==> src/rtl/fp16_pkg.sv <==
// Shared FP16 definitions: field widths, bias, special constants and the
// packed sign/exponent/fraction view used by the multiplier, adder and normalizer.
package fp16_pkg;

    localparam int unsigned FP16_WIDTH  = 16;
    localparam int unsigned FP16_EXP_W  = 5;
    localparam int unsigned FP16_FRAC_W = 10;
    localparam int unsigned FP16_BIAS   = 15;

    // Derived widths for the multiplier datapath
    localparam int unsigned FP16_MANT_W = FP16_FRAC_W + 1;
    localparam int unsigned FP16_PROD_W = 2 * FP16_MANT_W;
    localparam int unsigned FP16_ESUM_W = FP16_EXP_W + 2;

    localparam logic [FP16_WIDTH-1:0] FP16_ZERO = 16'h0000;
    localparam logic [FP16_WIDTH-1:0] FP16_MAX  = 16'h7BFF;

    typedef struct packed {
        logic                   sign;
        logic [FP16_EXP_W-1:0]  exp;
        logic [FP16_FRAC_W-1:0] frac;
    } fp16_t;

    // Zero/subnormal (exp all zeros) or Inf/NaN (exp all ones)
    function automatic logic fp16_is_special(input fp16_t x);
        return (x.exp == '0) || (x.exp == '1);
    endfunction

endpackage

==> src/rtl/fp16_round_pack.sv <==
// Stage-3 combinational normalize / round / saturate / pack for the FP16
// multiplier. Truncates by default; define FP16_MULT_RNE_EN for
// round-to-nearest-even.
module fp16_round_pack
    import fp16_pkg::*;
(
    input  logic                          sign,
    input  logic                          exc_zero,
    input  logic signed [FP16_ESUM_W-1:0] esum,
    input  logic [FP16_PROD_W-1:0]        prod,
    output fp16_t                         result_c
);

    // One extra bit of headroom so normalize + rounding carries never wrap
    localparam int unsigned E_W = FP16_ESUM_W + 1;
    localparam logic signed [E_W-1:0] EXP_INF  = E_W'(2**FP16_EXP_W - 1);
    localparam logic signed [E_W-1:0] EXP_ZERO = '0;

    logic                    msb;
    logic [FP16_FRAC_W-1:0]  frac_n;
    logic [FP16_FRAC_W-1:0]  frac_r;
    logic signed [E_W-1:0]   e_n;
    logic signed [E_W-1:0]   e_r;

    assign msb = prod[FP16_PROD_W-1];

    // Normalize: product of two 1.x mantissas lies in [1,4)
    always_comb begin
        frac_n = prod[FP16_PROD_W-3 -: FP16_FRAC_W];
        e_n    = E_W'(esum);
        if (msb) begin
            frac_n = prod[FP16_PROD_W-2 -: FP16_FRAC_W];
            e_n    = E_W'(esum) + E_W'(1);
        end
    end

`ifdef FP16_MULT_RNE_EN
    logic                   guard;
    logic                   sticky;
    logic                   round_up;
    logic [FP16_FRAC_W:0]   frac_sum;

    // Round to nearest, ties to even; a fraction carry bumps the exponent
    always_comb begin
        guard  = prod[FP16_FRAC_W-1];
        sticky = |prod[FP16_FRAC_W-2:0];
        if (msb) begin
            guard  = prod[FP16_FRAC_W];
            sticky = |prod[FP16_FRAC_W-1:0];
        end
        round_up = guard & (sticky | frac_n[0]);
        frac_sum = (FP16_FRAC_W+1)'(frac_n) + (FP16_FRAC_W+1)'(round_up);
        frac_r   = frac_sum[FP16_FRAC_W-1:0];
        e_r      = e_n;
        if (frac_sum[FP16_FRAC_W]) begin
            e_r = e_n + E_W'(1);
        end
    end
`else
    // Truncation: bits below the kept LSB are simply dropped
    logic unused_low;
    assign unused_low = ^prod[FP16_FRAC_W-1:0];
    assign frac_r     = frac_n;
    assign e_r        = e_n;
`endif

    // Exceptions flush to +0, underflow flushes, overflow saturates to max finite
    always_comb begin
        result_c = fp16_t'(FP16_ZERO);
        if (!exc_zero && (e_r > EXP_ZERO)) begin
            if (e_r >= EXP_INF) begin
                result_c = fp16_t'({sign, FP16_MAX[FP16_WIDTH-2:0]});
            end else begin
                result_c.sign = sign;
                result_c.exp  = e_r[FP16_EXP_W-1:0];
                result_c.frac = frac_r;
            end
        end
    end

endmodule

==> src/rtl/fp16_mult_pipe.sv <==
// Three-stage pipelined FP16 multiplier with valid/ready on both sides.
// Stage 1 unpacks, stage 2 multiplies mantissas, stage 3 normalizes/packs
// into the registered mult_prod. Optional macro: FP16_MULT_RNE_EN (RNE rounding).
module fp16_mult_pipe
    import fp16_pkg::*;
#(
    parameter int unsigned DATA_WIDTH = FP16_WIDTH,
    parameter int unsigned EXPONENT   = FP16_EXP_W,
    parameter int unsigned MANTISSA   = FP16_FRAC_W,
    parameter int unsigned BIAS       = FP16_BIAS
) (
    input  logic                  clk,
    input  logic                  rst,
    input  logic                  in_valid,
    output logic                  in_ready,
    input  logic [DATA_WIDTH-1:0] op_a,
    input  logic [DATA_WIDTH-1:0] op_b,
    output logic                  out_valid,
    input  logic                  out_ready,
    output logic [DATA_WIDTH-1:0] mult_prod
);

    localparam int unsigned MANT_W = MANTISSA + 1;
    localparam int unsigned PROD_W = 2 * MANT_W;
    localparam int unsigned ESUM_W = EXPONENT + 2;

    logic en1, en2, en3;
    logic v1, v2, v3;

    fp16_t a_f, b_f;

    logic                     s1_sign;
    logic                     s1_exc;
    logic [MANT_W-1:0]        s1_ma;
    logic [MANT_W-1:0]        s1_mb;
    logic signed [ESUM_W-1:0] s1_esum;

    logic                     s2_sign;
    logic                     s2_exc;
    logic [PROD_W-1:0]        s2_prod;
    logic signed [ESUM_W-1:0] s2_esum;

    fp16_t rp_result;

    assign a_f = fp16_t'(op_a);
    assign b_f = fp16_t'(op_b);

    // Stall chain: a stage advances when it is empty or the one after it advances
    assign en3      = ~v3 | out_ready;
    assign en2      = ~v2 | en3;
    assign en1      = ~v1 | en2;
    assign in_ready = en1;
    assign out_valid = v3;

    // Valid bits and the output register; reset discards everything in flight
    always_ff @(posedge clk or posedge rst) begin
        if (rst) begin
            v1        <= 1'b0;
            v2        <= 1'b0;
            v3        <= 1'b0;
            mult_prod <= FP16_ZERO;
        end else begin
            if (en1) v1 <= in_valid;
            if (en2) v2 <= v1;
            if (en3) begin
                v3 <= v2;
                if (v2) mult_prod <= DATA_WIDTH'(rp_result);
            end
        end
    end

    // Stage 1/2 datapath: only loaded with valid data, no reset needed
    always_ff @(posedge clk) begin
        if (en1 && in_valid) begin
            s1_sign <= a_f.sign ^ b_f.sign;
            s1_exc  <= fp16_is_special(a_f) | fp16_is_special(b_f);
            s1_ma   <= {1'b1, a_f.frac};
            s1_mb   <= {1'b1, b_f.frac};
            s1_esum <= ESUM_W'(a_f.exp) + ESUM_W'(b_f.exp) - ESUM_W'(BIAS);
        end
        if (en2 && v1) begin
            s2_sign <= s1_sign;
            s2_exc  <= s1_exc;
            s2_esum <= s1_esum;
            s2_prod <= PROD_W'(s1_ma) * PROD_W'(s1_mb);
        end
    end

    fp16_round_pack u_round_pack (
        .sign     (s2_sign),
        .exc_zero (s2_exc),
        .esum     (s2_esum),
        .prod     (s2_prod),
        .result_c (rp_result)
    );

endmodule

==> config.mk <==
export PLATFORM = sky130hd
export DESIGN_NAME = fp16_mult_pipe
export DESIGN_NICKNAME = d
export VERILOG_FILES = /design/src/rtl/fp16_pkg.sv /design/src/rtl/fp16_round_pack.sv /design/src/rtl/fp16_mult_pipe.sv
export SDC_FILE = /design/constraint.sdc
export NUM_CORES = 1
export LEC_CHECK = 0
export BUFFER_PORTS_ARGS = -buffer_cell sky130_fd_sc_hd__buf_2
export CORE_ASPECT_RATIO = 0.9
export CORE_UTILIZATION = 60
export CTS_BUF_LIST = sky130_fd_sc_hd__clkbuf_4 sky130_fd_sc_hd__clkbuf_8
export DETAILED_ROUTE_END_ITERATION = 10
export HOLD_SLACK_MARGIN = 0.1
export PLACE_DENSITY = 0.87
export SLEW_MARGIN = 20
export SYNTH_ARGS = -nofsm -noshare
export SYNTH_HDL_FRONTEND = slang
export SYNTH_HIERARCHICAL = 1
export SYNTH_SLANG_ARGS = --single-unit
export TNS_END_PERCENT = 5
==> constraint.sdc <==
create_clock -name clk -period 11.75 [get_ports clk]
set_input_delay 3.525 -clock clk [delete_from_list [all_inputs] [get_ports clk]]
set_output_delay 3.525 -clock clk [all_outputs]
set_load 0.01 [all_outputs]
== Word level (Yosys, flattened, before mapping) ==
Index checks and enable logic that the tools add are counted.

* Register bits: 79
* Bits of input ports: 36
* Output and inout port bits: 18
* Word-level logic and storage cells: 42

* Add/sub/neg operators: 3
* Multiply operators: 1
* Order comparisons: 2
* Eq/ne operators: 2
* Muxes and demuxes: 4
* Bitwise gates (word level): 8
* Reduce and logical (&&, ||, !) cells: 9

{| class="wikitable"
|+ Operator list
! cell !! count
|-
| $mul A11 B11 Y22 || 1
|-
| $mux W16 || 1
|-
| $mux W15 || 1
|-
| $eq A5 B5 Y1 const B || 2
|-
| $logic_not A5 Y1 || 2
|-
| $mux W10 || 1
|-
| $add A7 B2 Y8 const B || 1
|-
| $ge A8 B6 Y1 const B || 1
|-
| $gt A8 B1 Y1 const B || 1
|-
| $mux W8 || 1
|-
| $sub A6 B4 Y7 const B || 1
|-
| $add A5 B5 Y6 || 1
|-
| $or A1 B1 Y1 || 4
|-
| $logic_and A1 B1 Y1 || 3
|-
| $not A1 Y1 || 3
|-
| $logic_or A1 B1 Y1 || 2
|-
| $reduce_and A2 Y1 || 1
|-
| $logic_not A1 Y1 || 1
|-
| $xor A1 B1 Y1 || 1
|}

== Longest topological paths before layout ==
* Depth after elaboration: 5
* Mapped depth: 18
* Gate-level depth less buffers: 17

== Hierarchy ==
The synthesis kept the hierarchy.

{| class="wikitable"
|+ By module, submodules not included
! module !! times used !! cells each !! area each (um^2) !! seq. area each (um^2)
|-
| fp16_mult_pipe || 1 || 619 || 6859.1 || 2277.2
|-
| fp16_round_pack || 1 || 84 || 581.8 || 0.0
|}

== Worst setup path after synthesis ==
No wires, ideal clock.

* Path type: input to output
* From: input out_ready
* To: output in_ready
* Data arrival time: 3.805 ns
* Data required time: 8.225 ns
* Slack: 4.420 ns
* Stages: 2
* Buffers on the path: 0
* Path through: nor2b_1 > nand3_1

* Word-level cells in the longest chain between the ends: 3

{| class="wikitable"
|+ Ends and longest elaborated chain
! element !! RTL line !! text
|-
| start: declaration || fp16_mult_pipe.sv:19 || <nowiki>input logic out_ready,</nowiki>
|-
| $or A1 B1 Y1 || fp16_mult_pipe.sv:49 || <nowiki>assign en3 = ~v3 | out_ready;</nowiki>
|-
| $or A1 B1 Y1 || fp16_mult_pipe.sv:50 || <nowiki>assign en2 = ~v2 | en3;</nowiki>
|-
| $or A1 B1 Y1 || fp16_mult_pipe.sv:51 || <nowiki>assign en1 = ~v1 | en2;</nowiki>
|-
| end: declaration || fp16_mult_pipe.sv:15 || <nowiki>output logic in_ready,</nowiki>
|}

No other way between the ends.

== Worst setup path after layout ==
Same ends and word-level chain as after synthesis.

==> reports/metrics.yaml <==
yosys:
  syn_nets: 867
  synth_area_mm2: 0.00706
  yosysWarnings: 6
  netlist_instances: 681
  syn_avg_cell_area_um2: 10.4
floorplan:
  rows: 37
  die_w_um: 116
  core-area_mm2: 0.0114
  design.die.area_mm2: 0.0122
  start_util_pct: 61.7
  ios: 54
  die_h_um: 105
timing:
  whs_ns: 0.425
  finalCriticalPeriod_ns: 7.59
  grt_setup_unrepaired: "no"
  worstMarginPinSlew_ns: 0.942
  min_period_over_period_pct: 64.6
  finalSetupViolCount: 0
  relSlewSlack_pct: 37.2
  hold_viol: 0
  finalMaxSlewViolations: 0
  fmax_ghz: 0.132
  setup_ws_ns: 4.16
  fin_skew_ns: 0.0142
  fin_tns_setup_ns: 0
final_layout:
  layout.nets: 905
  antenna_cells: 0
  drive_above_1_share_pct: 14.9
  area_growth_pct: 7.53
critical_path:
  crit_path_max_fanout: 3
  worst_ep_arrival_time_ns: 4.06
  start_kind: "input port"
  worstReg2RegStart: "s1_mb[8]"
  end_kind: "output port"
  cp.required_ns: 8.23
  regToRegSetupSlack_ns: 6.32
  path_class: "input port to output port"
  reg2reg_depth: 16
  reg2reg_to: "s2_prod[20]"
worst_hold_path:
  hp-start: "s1_esum[6]"
  min_to: "s2_esum[6]"
  hp-class: "flop to flop"
  whs_path_depth: 0
clock_network:
  htree_levels: 3
  cts-hold-fix-buffers: 0
  cts_buffer_depth: 2
  cts_repair_resize_count: 0
  root_buffer: "clkbuf_8"
  cts_tree: "built"
  clock_latency_ns: 0.37
  clkTransAtPathRegs_ns: 0.08
  post_cts_buffers: 0
  numCtsBuffers: 9
  clkSinkCount: 69
drt:
  viasPerCell: 5.58
  ant_nets: 0
  wl_per_cell_um: 15.4
  finalWirelength_um: 13600
  via_count: 4909
  first_pass_iters: 5
  drc_errors: 0
  drtIter0Drc: 341
place:
  place_congestion: 0.840
  dp_hpwl_um: 10800
  place_ws_ns: 4.18
  numPortBuffers: 53
global_routing:
  grt_pass1_vias: 5193
  grt_pass1_wl_um: 23200
  grt_use_total_pct: 24.7
  grt_overflow_total: 0
  grt_start_max_net_pins: 30
  antenna_found_initial: 0
power_and_ir_drop:
  peakVddDrop_mv: 0.191
  p_leak_uw: 0.00380
  p_per_area_mw_per_mm2: 254
run:
  maxCapViolations: 0
outcome:
  outcome: "completed"
## sequential cells by signal, indices dropped and copies added, names as in the netlist
name       count
s1_esum        7
v2             1
s2_prod       12
s1_ma         10
s1_sign        1
mult_prod     16
s1_exc         1
out_valid      1
s2_esum        7
s1_mb         10
s2_sign        1
v1             1
s2_exc         1
## per-layer routing
| layer | track usage (%) | wire length [µm] | share of wire, % | vias up |
|---|---|---|---|---|
| li1 | - | - | - | 2302 |
| met1 | 31.4 | 5480 | 40 | 2419 |
| met2 | 40.6 | 6910 | 51 | 165 |
| met3 | 5.97 | 923 | 6.8 | 23 |
| met4 | 9.80 | 274 | 2.0 | 0 |
| met5 | 0 | 0 | 0 | - |
## stage by stage
step / util [%] / power, µW / cell area, µm² / instances
final: 66.4 / 1930 / 7590 / 880
after detailed placement: 64.8 / 1730 / 7410 / 864
after CTS: 66.4 / 1930 / 7590 / 880
after global routing: 66.4 / 2110 / 7590 / 880
after global placement: 64.8 / 1670 / 7410 / 864
after floorplan: - / 1450 / 7060 / 681
## how the worst max path moves through the flow
stage	startpoint	to	slack, ns
after floorplan	out_ready	in_ready	4.42
after global placement	out_ready	in_ready	4.20
after detailed placement	out_ready	in_ready	4.18
after CTS	out_ready	in_ready	4.17
after global routing	out_ready	in_ready	4.10
final	out_ready	in_ready	4.16
## cell type report
class / instances / area (µm²)
clock buffers: 9 / 124
clock inverters: 7 / 58.8
fillers: 859 / 3840
inverters: 123 / 462
multi-input cells: 461 / 4490
flip-flops and latches: 69 / 1980
well taps: 156 / 195
repair buffers: 55 / 280
## critical path: stages
cell and delay [ns]:
buf_2 0.10, nor2b_1 0.14, nand3_1 0.13, buf_2 0.16
## report_power, final
| part | leakage, µW | internal (µW) | switching [µW] | total [µW] |
|---|---|---|---|---|
| clock | 0.0000978 | 81.3 | 110 | 192 |
| sequential | 0.000728 | 371 | 52.4 | 423 |
| combinational | 0.00297 | 573 | 737 | 1310 |
## cells in the final DEF, fill, tap and decap left out, drive strengths merged, types with 2 or more instances in the layout
master and instances:
nand4 3, buf 55, edfxtp 50, o211ai 3, a221oi 2, a2111oi 2
nor3b 4, mux2i 11, nor3 4, mux2 18, a31o 4, a211o 2
fa 81, or3 4, dfrtp 19, nor2b 4, and2 48, clkbuf 9
inv 130, nand2 69, a211oi 3, nand2b 6, xor2 7, o21a 2
nor2 15, xnor2 10, a31oi 4, o311ai 2, a21oi 28, o21ai 4
and4 3, and3 6, ha 69, nand3 12, a21o 16, or4 3
(Power assumes the default switching activity.)
